==> src/rtl/id_ex_stage.sv <==
// ID/EX pipeline register with EX-side operand forwarding, load-use stall detection
// and bubble insertion; drives the ALU operands and opcode directly.
module id_ex_stage #(
    parameter int XLEN   = 32,
    parameter int REG_AW = 5,
    parameter int CTRL_W = 6
) (
    input  logic              clk,
    input  logic              rst,
    input  logic              flush,
    input  logic              id_valid,
    input  logic [XLEN-1:0]   id_pc,
    input  logic [REG_AW-1:0] id_rs1_addr,
    input  logic [REG_AW-1:0] id_rs2_addr,
    input  logic [REG_AW-1:0] id_rd_addr,
    input  logic [XLEN-1:0]   id_rs1_data,
    input  logic [XLEN-1:0]   id_rs2_data,
    input  logic [XLEN-1:0]   id_imm,
    input  logic [CTRL_W-1:0] id_alu_control,
    input  logic              id_alu_src_imm,
    input  logic              id_reg_write,
    input  logic              id_mem_read,
    input  logic              id_mem_write,
    input  logic              exm_reg_write,
    input  logic [REG_AW-1:0] exm_rd,
    input  logic [XLEN-1:0]   exm_result,
    input  logic              mw_reg_write,
    input  logic [REG_AW-1:0] mw_rd,
    input  logic [XLEN-1:0]   mw_result,
    output logic              stall_ifid,
    output logic              ex_valid,
    output logic [XLEN-1:0]   ex_pc,
    output logic [XLEN-1:0]   alu_a,
    output logic [XLEN-1:0]   alu_b,
    output logic [CTRL_W-1:0] alu_control,
    output logic [XLEN-1:0]   ex_store_data,
    output logic [REG_AW-1:0] ex_rd,
    output logic              ex_reg_write,
    output logic              ex_mem_read,
    output logic              ex_mem_write
);

    logic              valid_q,       valid_d;
    logic [XLEN-1:0]   pc_q,          pc_d;
    logic [REG_AW-1:0] rs1_addr_q,    rs1_addr_d;
    logic [REG_AW-1:0] rs2_addr_q,    rs2_addr_d;
    logic [REG_AW-1:0] rd_q,          rd_d;
    logic [XLEN-1:0]   rs1_data_q,    rs1_data_d;
    logic [XLEN-1:0]   rs2_data_q,    rs2_data_d;
    logic [XLEN-1:0]   imm_q,         imm_d;
    logic [CTRL_W-1:0] alu_control_q, alu_control_d;
    logic              alu_src_imm_q, alu_src_imm_d;
    logic              reg_write_q,   reg_write_d;
    logic              mem_read_q,    mem_read_d;
    logic              mem_write_q,   mem_write_d;

    logic              bubble;
    logic              rs1_hit;
    logic              rs2_hit;
    logic [XLEN-1:0]   fwd_rs1;
    logic [XLEN-1:0]   fwd_rs2;

    // EX/MEM beats MEM/WB because it holds the younger write to the same register.
    function automatic logic [XLEN-1:0] forward_src(
        input logic [REG_AW-1:0] rs,
        input logic [XLEN-1:0]   reg_val,
        input logic              exm_we,
        input logic [REG_AW-1:0] exm_dst,
        input logic [XLEN-1:0]   exm_val,
        input logic              mw_we,
        input logic [REG_AW-1:0] mw_dst,
        input logic [XLEN-1:0]   mw_val
    );
        logic [XLEN-1:0] sel;
        sel = reg_val;
        if (rs != '0) begin
            if (exm_we && (exm_dst == rs)) begin
                sel = exm_val;
            end else if (mw_we && (mw_dst == rs)) begin
                sel = mw_val;
            end
        end
        return sel;
    endfunction

    // A load in EX cannot forward until MEM/WB, so a dependent ID instruction must wait one cycle.
    always_comb begin
        rs1_hit    = (rd_q == id_rs1_addr);
        rs2_hit    = (rd_q == id_rs2_addr) && (!id_alu_src_imm || id_mem_write);
        stall_ifid = id_valid && valid_q && mem_read_q && (rd_q != '0) && (rs1_hit || rs2_hit);
        bubble     = flush || stall_ifid;
    end

    always_comb begin
        // Payload fields follow ID every cycle; a bubble is defined by the cleared control bits.
        pc_d          = id_pc;
        rs1_addr_d    = id_rs1_addr;
        rs2_addr_d    = id_rs2_addr;
        rd_d          = id_rd_addr;
        rs1_data_d    = id_rs1_data;
        rs2_data_d    = id_rs2_data;
        imm_d         = id_imm;
        alu_src_imm_d = id_alu_src_imm;
        valid_d       = id_valid;
        alu_control_d = id_alu_control;
        reg_write_d   = id_reg_write && id_valid;
        mem_read_d    = id_mem_read  && id_valid;
        mem_write_d   = id_mem_write && id_valid;
        if (bubble) begin
            valid_d       = 1'b0;
            alu_control_d = '0;
            reg_write_d   = 1'b0;
            mem_read_d    = 1'b0;
            mem_write_d   = 1'b0;
        end
    end

    always_ff @(posedge clk or posedge rst) begin
        if (rst) begin
            valid_q       <= 1'b0;
            pc_q          <= '0;
            rs1_addr_q    <= '0;
            rs2_addr_q    <= '0;
            rd_q          <= '0;
            rs1_data_q    <= '0;
            rs2_data_q    <= '0;
            imm_q         <= '0;
            alu_control_q <= '0;
            alu_src_imm_q <= 1'b0;
            reg_write_q   <= 1'b0;
            mem_read_q    <= 1'b0;
            mem_write_q   <= 1'b0;
        end else begin
            valid_q       <= valid_d;
            pc_q          <= pc_d;
            rs1_addr_q    <= rs1_addr_d;
            rs2_addr_q    <= rs2_addr_d;
            rd_q          <= rd_d;
            rs1_data_q    <= rs1_data_d;
            rs2_data_q    <= rs2_data_d;
            imm_q         <= imm_d;
            alu_control_q <= alu_control_d;
            alu_src_imm_q <= alu_src_imm_d;
            reg_write_q   <= reg_write_d;
            mem_read_q    <= mem_read_d;
            mem_write_q   <= mem_write_d;
        end
    end

    // EX stage: operand selection on registered sources
    always_comb begin
        fwd_rs1 = forward_src(rs1_addr_q, rs1_data_q, exm_reg_write, exm_rd, exm_result,
                              mw_reg_write, mw_rd, mw_result);
        fwd_rs2 = forward_src(rs2_addr_q, rs2_data_q, exm_reg_write, exm_rd, exm_result,
                              mw_reg_write, mw_rd, mw_result);
        alu_a         = fwd_rs1;
        alu_b         = alu_src_imm_q ? imm_q : fwd_rs2;
        ex_store_data = fwd_rs2;
    end

    assign ex_valid     = valid_q;
    assign ex_pc        = pc_q;
    assign alu_control  = alu_control_q;
    assign ex_rd        = rd_q;
    assign ex_reg_write = reg_write_q;
    assign ex_mem_read  = mem_read_q;
    assign ex_mem_write = mem_write_q;

endmodule

==> config.mk <==
export PLATFORM = sky130hd
export DESIGN_NAME = id_ex_stage
export DESIGN_NICKNAME = d
export VERILOG_FILES = /design/src/rtl/id_ex_stage.sv
export SDC_FILE = /design/constraint.sdc
export NUM_CORES = 1
export LEC_CHECK = 0
export ABC_AREA = 1
export CAP_MARGIN = 20
export CORE_AREA = 2 2 148 150
export DETAILED_ROUTE_END_ITERATION = 6
export DIE_AREA = 0 0 150 152
export GPL_TIMING_DRIVEN = 0
export PLACE_DENSITY = 0.7
export SYNTH_ARGS = -nofsm -noshare
export SYNTH_HDL_FRONTEND = slang
export SYNTH_SLANG_ARGS = --single-unit
==> constraint.sdc <==
create_clock -name clk -period 8.06 [get_ports clk]
set_clock_uncertainty 0.15 [all_clocks]
set_input_delay 1.612 -clock clk [delete_from_list [all_inputs] [get_ports clk]]
set_output_delay 1.612 -clock clk [all_outputs]
set_load 0.02 [all_outputs]
==> results of run 1 <==
==> registers in the layout (all words and copies together) (netlist names), 5 cells and up <==
name	cells
alu_control	6
ex_pc	32
rs2_data_q	32
imm_q	32
rs1_addr_q	5
rs2_addr_q	5
ex_rd	5
rs1_data_q	32
==> final cells by class <==
class | count | area, um2 | area share, %
Clock buffer | 18 | 439 | 3.71
Tap cell | 280 | 350 | 2.96
Antenna cell | 2 | 5.00 | 0.0423
Multi-Input combinational cell | 588 | 2630 | 22.2
Timing Repair Buffer | 377 | 3790 | 32.0
Sequential cell | 154 | 3850 | 32.5
Buffer | 41 | 240 | 2.03
Clock inverter | 14 | 153 | 1.29
Inverter | 99 | 377 | 3.18
==> metal layers <==
layer	vias up	share of wire, %	track usage [%]
li1	3494	-	-
met1	3294	38	26.1
met2	308	51	42.0
met3	36	9.3	8.71
met4	2	2.3	7.37
met5	-	0.041	0
==> cell families after synthesis <==
kind of cell    Yosys count  synth area share [%]
simple gates            473                  28.4
compound gates          107                  7.65
buf+inv                 140                  8.62
xor+xnor                  8                 0.987
flops                   154                  54.3
==> power by group <==
group	switching (mW)	leakage (nW)	internal [mW]	total (mW)
clock network	0.383	0.291	0.424	0.808
registers	0.0148	1.81	0.811	0.826
logic	0.209	3.43	0.230	0.439
==> cells in the final DEF (no fill, tap or decap), types with 4 or more instances in the layout <==
master             n
clkdlybuf4s50_1  376
buf_6              7
clkbuf_16         17
buf_2             18
and2_1            31
nor3_1             4
nor2_1           184
o21ai_0           34
nand3_1           37
inv_6              7
inv_2              4
a21oi_1           36
nor2_2            30
inv_1             94
clkbuf_1          13
dfrtp_1          154
xor2_1             5
o21ai_1           33
nand2_1          179
==> worst paths after layout <==
kind                                   to  slack, ns  cells past startpoint
setup / recovery                alu_a[25]       2.02                     11
hold / removal             alu_control[2]       0.83                      6
setup reg to reg           alu_control[5]       6.32                      7
hold reg to reg            alu_control[2]       0.83                      6
max in group asynchronous  rs1_data_q[19]       5.37                      3
min in group asynchronous        ex_rd[3]       1.48                      2
==> through the flow <==
stage | instances | worst slack [ns] | TNS (ns) | power [mW] | cell area [um2]
final | 1573 | 2.02 | 0 | 2.07 | 11800
after floorplan | 882 | 2.15 | 0 | 1.02 | 7100
after detailed placement | 1539 | 1.91 | 0 | 1.28 | 11200
after CTS | 1571 | 1.90 | 0 | 2.10 | 11800
after global placement | 1538 | -0.0627 | -6.31 | 1.28 | 11200
after global routing | 1573 | 1.80 | 0 | 2.16 | 11800
==> worst register-to-register path, stage by stage, from the launching register on <==
cell,delay (ns)
dfrtp_1,0.43
or2_2,0.31
a21oi_1,0.14
nand3_1,0.08
nand2_1,0.06
nand2_1,0.07
nand2_1,0.26
nor2_1,0.10
==> flow_metrics.tcl, run 1 <==
set metrics [dict create \
    status "finished clean" \
    grt_pass1_wl_um 40700 \
    cts_buffer_depth 2 \
    drc 0 \
    hold_violations 0 \
    syn_area_per_cell_um2 8.05 \
    startpoint_type "input pin" \
    io_buffers 376 \
    dr.first_iter.drc_count 322 \
    cts_tree "built" \
    cp_top_family "buffers and inverters" \
    cpPeakStageDelay_ns 0.67 \
    ys_warn_count 0 \
    crit_fanout 10 \
    synth.largest_area_cell "dfrtp_1" \
    worst_slew_margin_rel_pct 55.7 \
    yosysMostFrequentCell "nor2_1" \
    required_ns 6.30 \
    totalWireLength_um 26900 \
    yosys-top-cells-area "dfrtp_1, nor2_1, nand2_1" \
    antenna_found_initial 3 \
    utilization_pct 55.5 \
    final_layout_size_suffix_gt1_share_pct 7.90 \
    synth_top_area_share_pct 54.3 \
    hold-worst-slack_ns 0.827 \
    yosys.cell_types.count 26 \
    async_flop_share_pct 100 \
    cts-resized-gates 0 \
    dieArea_mm2 0.0228 \
    hp-start "ex_valid" \
    vdd_ir_drop_max_mv 0.134 \
    cts_setup_buffers 0 \
    cp_cell_sequence "clkdlybuf4s50_1 > inv_1 > nand2_1 > o21ai_0 > nor2_1 > nand3_1 > nand2_1 > buf_2 > a21oi_1 > nor2_1 > clkdlybuf4s50_1" \
    ys.flop_type "dfrtp_1" \
    crit_arrival_ns 4.27 \
    first_pass_iters 5 \
    row_count 54 \
    track_usage_pct 23.7 \
    nets 1511 \
    globalplace.congestion 0.880 \
    maxSlewViolCount 0 \
    htreeDepth 4 \
    vias 7134 \
    setup_viol 0 \
    max_freq_mhz 166 \
    drv_cap 0 \
    grt_max_degree 98 \
    chipWidth_um 150 \
    p_per_area_mw_per_mm2 175 \
    rsz0062_at_grt "no" \
    area_growth_pct 66.8 \
    slowest_stage "clkdlybuf4s50_1" \
    vias_per_cell 4.54 \
    yosysSeqAreaShare_pct 54.3 \
    postCtsHoldBufs 0 \
    synth_nets 1115 \
    clockRootBuffer "clkbuf_16" \
    grt_pass1_vias 7257 \
    path_clk_slew_ns 0.08 \
    syn_area_mm2 0.00710 \
    finalCriticalPeriod_ns 6.04 \
    ys_ff_latch 154 \
    period_share_pct 74.9 \
    cts_buffers 17 \
    ant_nets 0 \
    overflow 0 \
    detail_route.wl_per_cell_um 17.1 \
    clock_latency_ns 0.42 \
    path_class "in2out" \
    netlist_instances 882 \
    cp_num_buf_inv 4 \
    r2r_start "ex_rd[0]" \
    hold_path_class "reg2reg" \
    start_util_pct 33.2 \
    die_y_um 152 \
    worstMarginPinSlew_ns 0.664 \
    core_area_mm2 0.0214 \
    io_pins 377 \
    synthTopCellsByCount "nor2_1, nand2_1, dfrtp_1, inv_1, nand3_1" \
    cts.sinks 154 \
    critPathLaunch "exm_rd[1]" \
    place_hpwl_um 20400 \
    synth_edf_count 0 \
    fill_cells 1987 \
    critPathCaptureType "primary output" \
    leakage_nw 5.53 \
]
No activity file was read; power rests on OpenSTA's default activity.
==> run 2: changes to the inputs <==
--- a/config.mk
+++ b/config.mk
@@ -11,7 +11,7 @@
 export DETAILED_ROUTE_END_ITERATION = 6
 export DIE_AREA = 0 0 150 152
 export GPL_TIMING_DRIVEN = 0
-export PLACE_DENSITY = 0.7
+export PLACE_DENSITY = 0.73
 export SYNTH_ARGS = -nofsm -noshare
 export SYNTH_HDL_FRONTEND = slang
 export SYNTH_SLANG_ARGS = --single-unit
==> constraint.sdc (replaced) <==
create_clock -name clk -period 5.15 [get_ports clk]
set_clock_uncertainty 0.15 [all_clocks]
set_input_delay 1.03 -clock clk [delete_from_list [all_inputs] [get_ports clk]]
set_output_delay 1.03 -clock clk [all_outputs]
set_load 0.02 [all_outputs]
==> flow_metrics.tcl, run 2 (synthesized netlist as in run 1, its figures left out) <==
set metrics [dict create \
    status "finished clean" \
    clock_latency_ns 0.43 \
    cts_buffers 17 \
    htreeDepth 4 \
    globalplace.congestion 0.847 \
    crit_arrival_ns 3.70 \
    track_usage_pct 23.5 \
    fin_tns_setup_ns 0 \
    cts_setup_buffers 0 \
    p_total_mw 3.22 \
    dr.first_iter.drc_count 300 \
    setup_viol 0 \
    vias 7144 \
    place_hpwl_um 20700 \
    leakage_nw 5.54 \
    hold-worst-slack_ns 0.789 \
    drv_cap 0 \
    start_util_pct 33.2 \
    max_freq_mhz 205 \
    antenna_found_initial 3 \
    overflow 0 \
    dieArea_mm2 0.0228 \
    fin_area_mm2 0.0119 \
    chipWidth_um 150 \
    finalCriticalPeriod_ns 4.88 \
    utilization_pct 55.7 \
    final_layout_size_suffix_gt1_share_pct 8.04 \
    nets 1514 \
    clockRootBuffer "clkbuf_16" \
    cts_tree "built" \
    maxSlewViolCount 0 \
    grt_pass1_wl_um 40500 \
    area_growth_pct 67.5 \
    hold_path_class "in2async" \
    hold_violations 0 \
    vdd_ir_drop_max_mv 0.181 \
    post_dp_cell_area_mm2 0.0113 \
    fill_cells 2001 \
    core_area_mm2 0.0214 \
    cts_buffer_depth 2 \
    worst_slew_margin_rel_pct 54.6 \
    grt_pass1_vias 7404 \
    critPathCaptureType "primary output" \
    cts.sinks 154 \
    row_count 54 \
    final_cell_mix "clkdlybuf4s50_1, nor2_1, nand2_1, dfrtp_1, inv_1" \
    path_class "in2out" \
    first_pass_iters 5 \
    p_per_area_mw_per_mm2 271 \
    startpoint_type "input pin" \
    path_clk_slew_ns 0.08 \
    io_buffers 376 \
    reg2reg_setup_slack_ns 3.39 \
    postCtsHoldBufs 0 \
    crit_fanout 10 \
    ant_nets 0 \
    drc 0 \
    grt_max_degree 41 \
    io_pins 377 \
    cts-resized-gates 0 \
    vias_per_cell 4.53 \
    rsz0062_at_grt "no" \
    detail_route.wl_per_cell_um 16.9 \
    totalWireLength_um 26600 \
    worstMarginPinSlew_ns 0.681 \
    die_y_um 152 \
    required_ns 3.97 \
    period_share_pct 94.8 \
    final_common_cell "clkdlybuf4s50_1" \
]
run 2: changes by cell type in the layout (fill, tap and decap cells not counted), sizes merged:
cell	change
clkinvlp	+3
diode	+1
buf	+3
inv	-4
clkinv	+1
run 2: layout make-up:
type,count,area [um2],area share [%]
antenna,3,7.51,0.0632
buffer,41,240,2.02
clock buffer,18,429,3.61
clock inverter,14,155,1.31
inverter,99,375,3.16
multi-input combinational,588,2630,22.1
sequential,154,3850,32.4
tap,280,350,2.95
timing repair buffer,380,3840,32.3
run 2: report_power, final:
part	switching (mW)	internal, mW
clock	0.588	0.649
combinational	0.326	0.364
sequential	0.0232	1.27
total	0.938	2.28
run 2: worst paths after layout:
kind / endpoint / startpoint / depth (start not counted)
worst max-delay path: alu_a[30] / mw_rd[1] / 9
worst min-delay path: imm_q[31] / rst / 2
worst max register to register: ex_reg_write / ex_rd[0] / 7
worst min register to register: alu_control[0] / ex_valid / 6
max in group asynchronous: imm_q[13] / rst / 4
min in group clk: alu_control[0] / ex_valid / 6
run 2: metrics by stage:
step | instances | setup slack (ns)
after floorplan | 882 | 1.83
after global placement | 1538 | 0.211
after detailed placement | 1542 | 0.235
after CTS | 1574 | 0.211
after global routing | 1576 | 0.0915
final | 1577 | 0.266
run 2: worst max-delay path, cell delays in order:
cell	delay (ns)
clkdlybuf4s50_1	0.48
xor2_1	0.19
a21oi_1	0.12
nand3_1	0.28
nand2_1	0.26
buf_2	0.28
a21oi_1	0.10
nor2_1	0.29
clkdlybuf4s50_1	0.67
run 2: layer usage:
| layer | share of wire, % | track usage, % | up-vias |
|---|---|---|---|
| met5 | 0 | 0 | - |
| met4 | 2.6 | 7.82 | 0 |
| met3 | 8.8 | 8.11 | 41 |
| met2 | 51 | 41.6 | 307 |
| met1 | 38 | 26.1 | 3297 |
| li1 | - | - | 3499 |
==> run 3: changes to the inputs <==
--- a/config.mk
+++ b/config.mk
@@ -12,6 +12,7 @@
 export DIE_AREA = 0 0 150 152
 export GPL_TIMING_DRIVEN = 0
 export PLACE_DENSITY = 0.73
+export SLEW_MARGIN = 20
 export SYNTH_ARGS = -nofsm -noshare
 export SYNTH_HDL_FRONTEND = slang
 export SYNTH_SLANG_ARGS = --single-unit
==> constraint.sdc (replaced) <==
create_clock -name clk -period 5.15 [get_ports clk]
set_clock_uncertainty 0.15 [all_clocks]
set_input_delay 1.03 -clock clk [delete_from_list [all_inputs] [get_ports clk]]
set_output_delay 1.03 -clock clk [all_outputs]
set_load 0.05 [all_outputs]
==> flow_metrics.tcl, run 3 (synthesized netlist as in run 1, its figures left out) <==
set metrics [dict create \
    row_count 54 \
    die_y_um 152 \
    start_util_pct 33.2 \
    globalplace.congestion 0.847 \
    vias 7098 \
    critPathCaptureType "primary output" \
    p_per_area_mw_per_mm2 287 \
    path_clk_slew_ns 0.08 \
    r2r_cells 7 \
    final_layout_size_suffix_gt1_share_pct 8.11 \
    worstMarginPinSlew_ns 0.716 \
    period_share_pct 97.6 \
    drc 0 \
    cpPeakStageDelay_ns 0.87 \
    first_pass_iters 5 \
    fill_cells 2001 \
    detail_route.wl_per_cell_um 16.8 \
    ant_nets 0 \
    leakage_nw 5.57 \
    cts_buffers 17 \
    worst_slew_margin_rel_pct 52.3 \
    cp_top_family "buffers and inverters" \
    io_buffers 376 \
    htreeDepth 4 \
    cts_tree "built" \
    grt_max_degree 38 \
    track_usage_pct 23.5 \
    antenna_found_initial 3 \
    grt_pass1_wl_um 40400 \
    endpoint "alu_a[26]" \
    status "finished clean" \
    cp_num_cells 11 \
    cp_cell_sequence "clkdlybuf4s50_1 > inv_1 > nand2_1 > o21ai_0 > nor2_1 > nand3_1 > nand2_1 > buf_2 > a21oi_1 > nor2_1 > clkdlybuf4s50_1" \
    dr.first_iter.drc_count 365 \
    reg2reg_setup_slack_ns 3.37 \
    crit_fanout 10 \
    critPathLaunch "exm_rd[1]" \
    area_growth_pct 67.8 \
    cts_buffer_depth 2 \
    place_hpwl_um 20700 \
    setup_viol 0 \
    hold_path_class "in2async" \
    fin_tns_setup_ns 0 \
    hold_violations 0 \
    chipWidth_um 150 \
    cts_setup_buffers 0 \
    clock_latency_ns 0.42 \
    rsz0062_at_grt "no" \
    cp_num_buf_inv 4 \
    crit_arrival_ns 3.85 \
    p_total_mw 3.41 \
    final_common_cell "clkdlybuf4s50_1" \
    max_freq_mhz 199 \
    r2r_start "ex_rd[0]" \
    startpoint_type "input pin" \
    utilization_pct 55.8 \
    final_cell_mix "clkdlybuf4s50_1, nor2_1, nand2_1, dfrtp_1, inv_1" \
    dieArea_mm2 0.0228 \
    vias_per_cell 4.50 \
    drv_cap 0 \
    slowest_stage "clkdlybuf4s50_1" \
    required_ns 3.97 \
    path_class "in2out" \
    totalWireLength_um 26600 \
    overflow 0 \
    nets 1515 \
    cts.sinks 154 \
    vdd_ir_drop_max_mv 0.182 \
    finalCriticalPeriod_ns 5.03 \
    clockRootBuffer "clkbuf_16" \
    grt_pass1_vias 7471 \
    maxSlewViolCount 0 \
    core_area_mm2 0.0214 \
    io_pins 377 \
    rr_endpoint "ex_reg_write" \
    hold-worst-slack_ns 0.690 \
]
## run 3: layout make-up
class	instances	area (um2)	area share, %
multi-input cells	588	2630	22.1
clock inverters	14	155	1.30
flip-flops and latches	154	3850	32.4
repair buffers	381	3870	32.5
plain buffers	41	240	2.02
diodes	3	7.51	0.0630
inverters	99	375	3.15
well taps	280	350	2.94
clock buffers	18	429	3.60
## run 3: how the worst min path moves through the flow
stage / start / end / cells past startpoint / slack, ns
6_report: rst / alu_control[1] / 2 / 0.69
4_1_cts: rst / alu_control[1] / 2 / 0.68
5_1_grt: rst / alu_control[1] / 2 / 0.68
3_3_place_gp: ex_valid / alu_control[3] / 6 / 0.85
2_1_floorplan: id_alu_src_imm / alu_src_imm_q / 0 / 0.91
3_5_place_dp: ex_valid / alu_control[2] / 6 / 0.86
## run 3: layer usage
| layer | wire length (um) | GRT usage [%] | up-vias |
|---|---|---|---|
| met3 | 2610 | 8.56 | 39 |
| met1 | 9850 | 25.5 | 3249 |
| met5 | 0 | 0 | - |
| met2 | 13400 | 41.6 | 306 |
| li1 | - | - | 3504 |
| met4 | 770 | 8.27 | 0 |
## run 3: stage by stage
stage / cells / instance area (um2) / worst slack, ns
finish: 1578 / 11900 / 0.124
global route: 1578 / 11900 / 0.00685
CTS: 1575 / 11900 / 0.0334
detailed placement: 1543 / 11300 / 0.0530
global placement: 1538 / 11200 / 0.0119
floorplan: 882 / 7100 / 1.46
## run 3: worst register-to-register path, stage by stage, from the launching register on
cell	delay, ns
dfrtp_1	0.43
or2_2	0.31
a21oi_1	0.15
nand3_1	0.09
nand2_1	0.07
nand2_1	0.07
nand2_1	0.27
nor2_1	0.09
## run 3: timing repair
action	CTS	global route
hold buffers	0	0
endpoints found under the setup margin	0	2
gates resized for setup	0	2
## run 3: report_power, final
group	total (mW)	switching [mW]	internal [mW]
registers	1.29	0.0231	1.27
logic	0.881	0.518	0.364
clock network	1.24	0.590	0.650
total	3.41	1.13	2.28
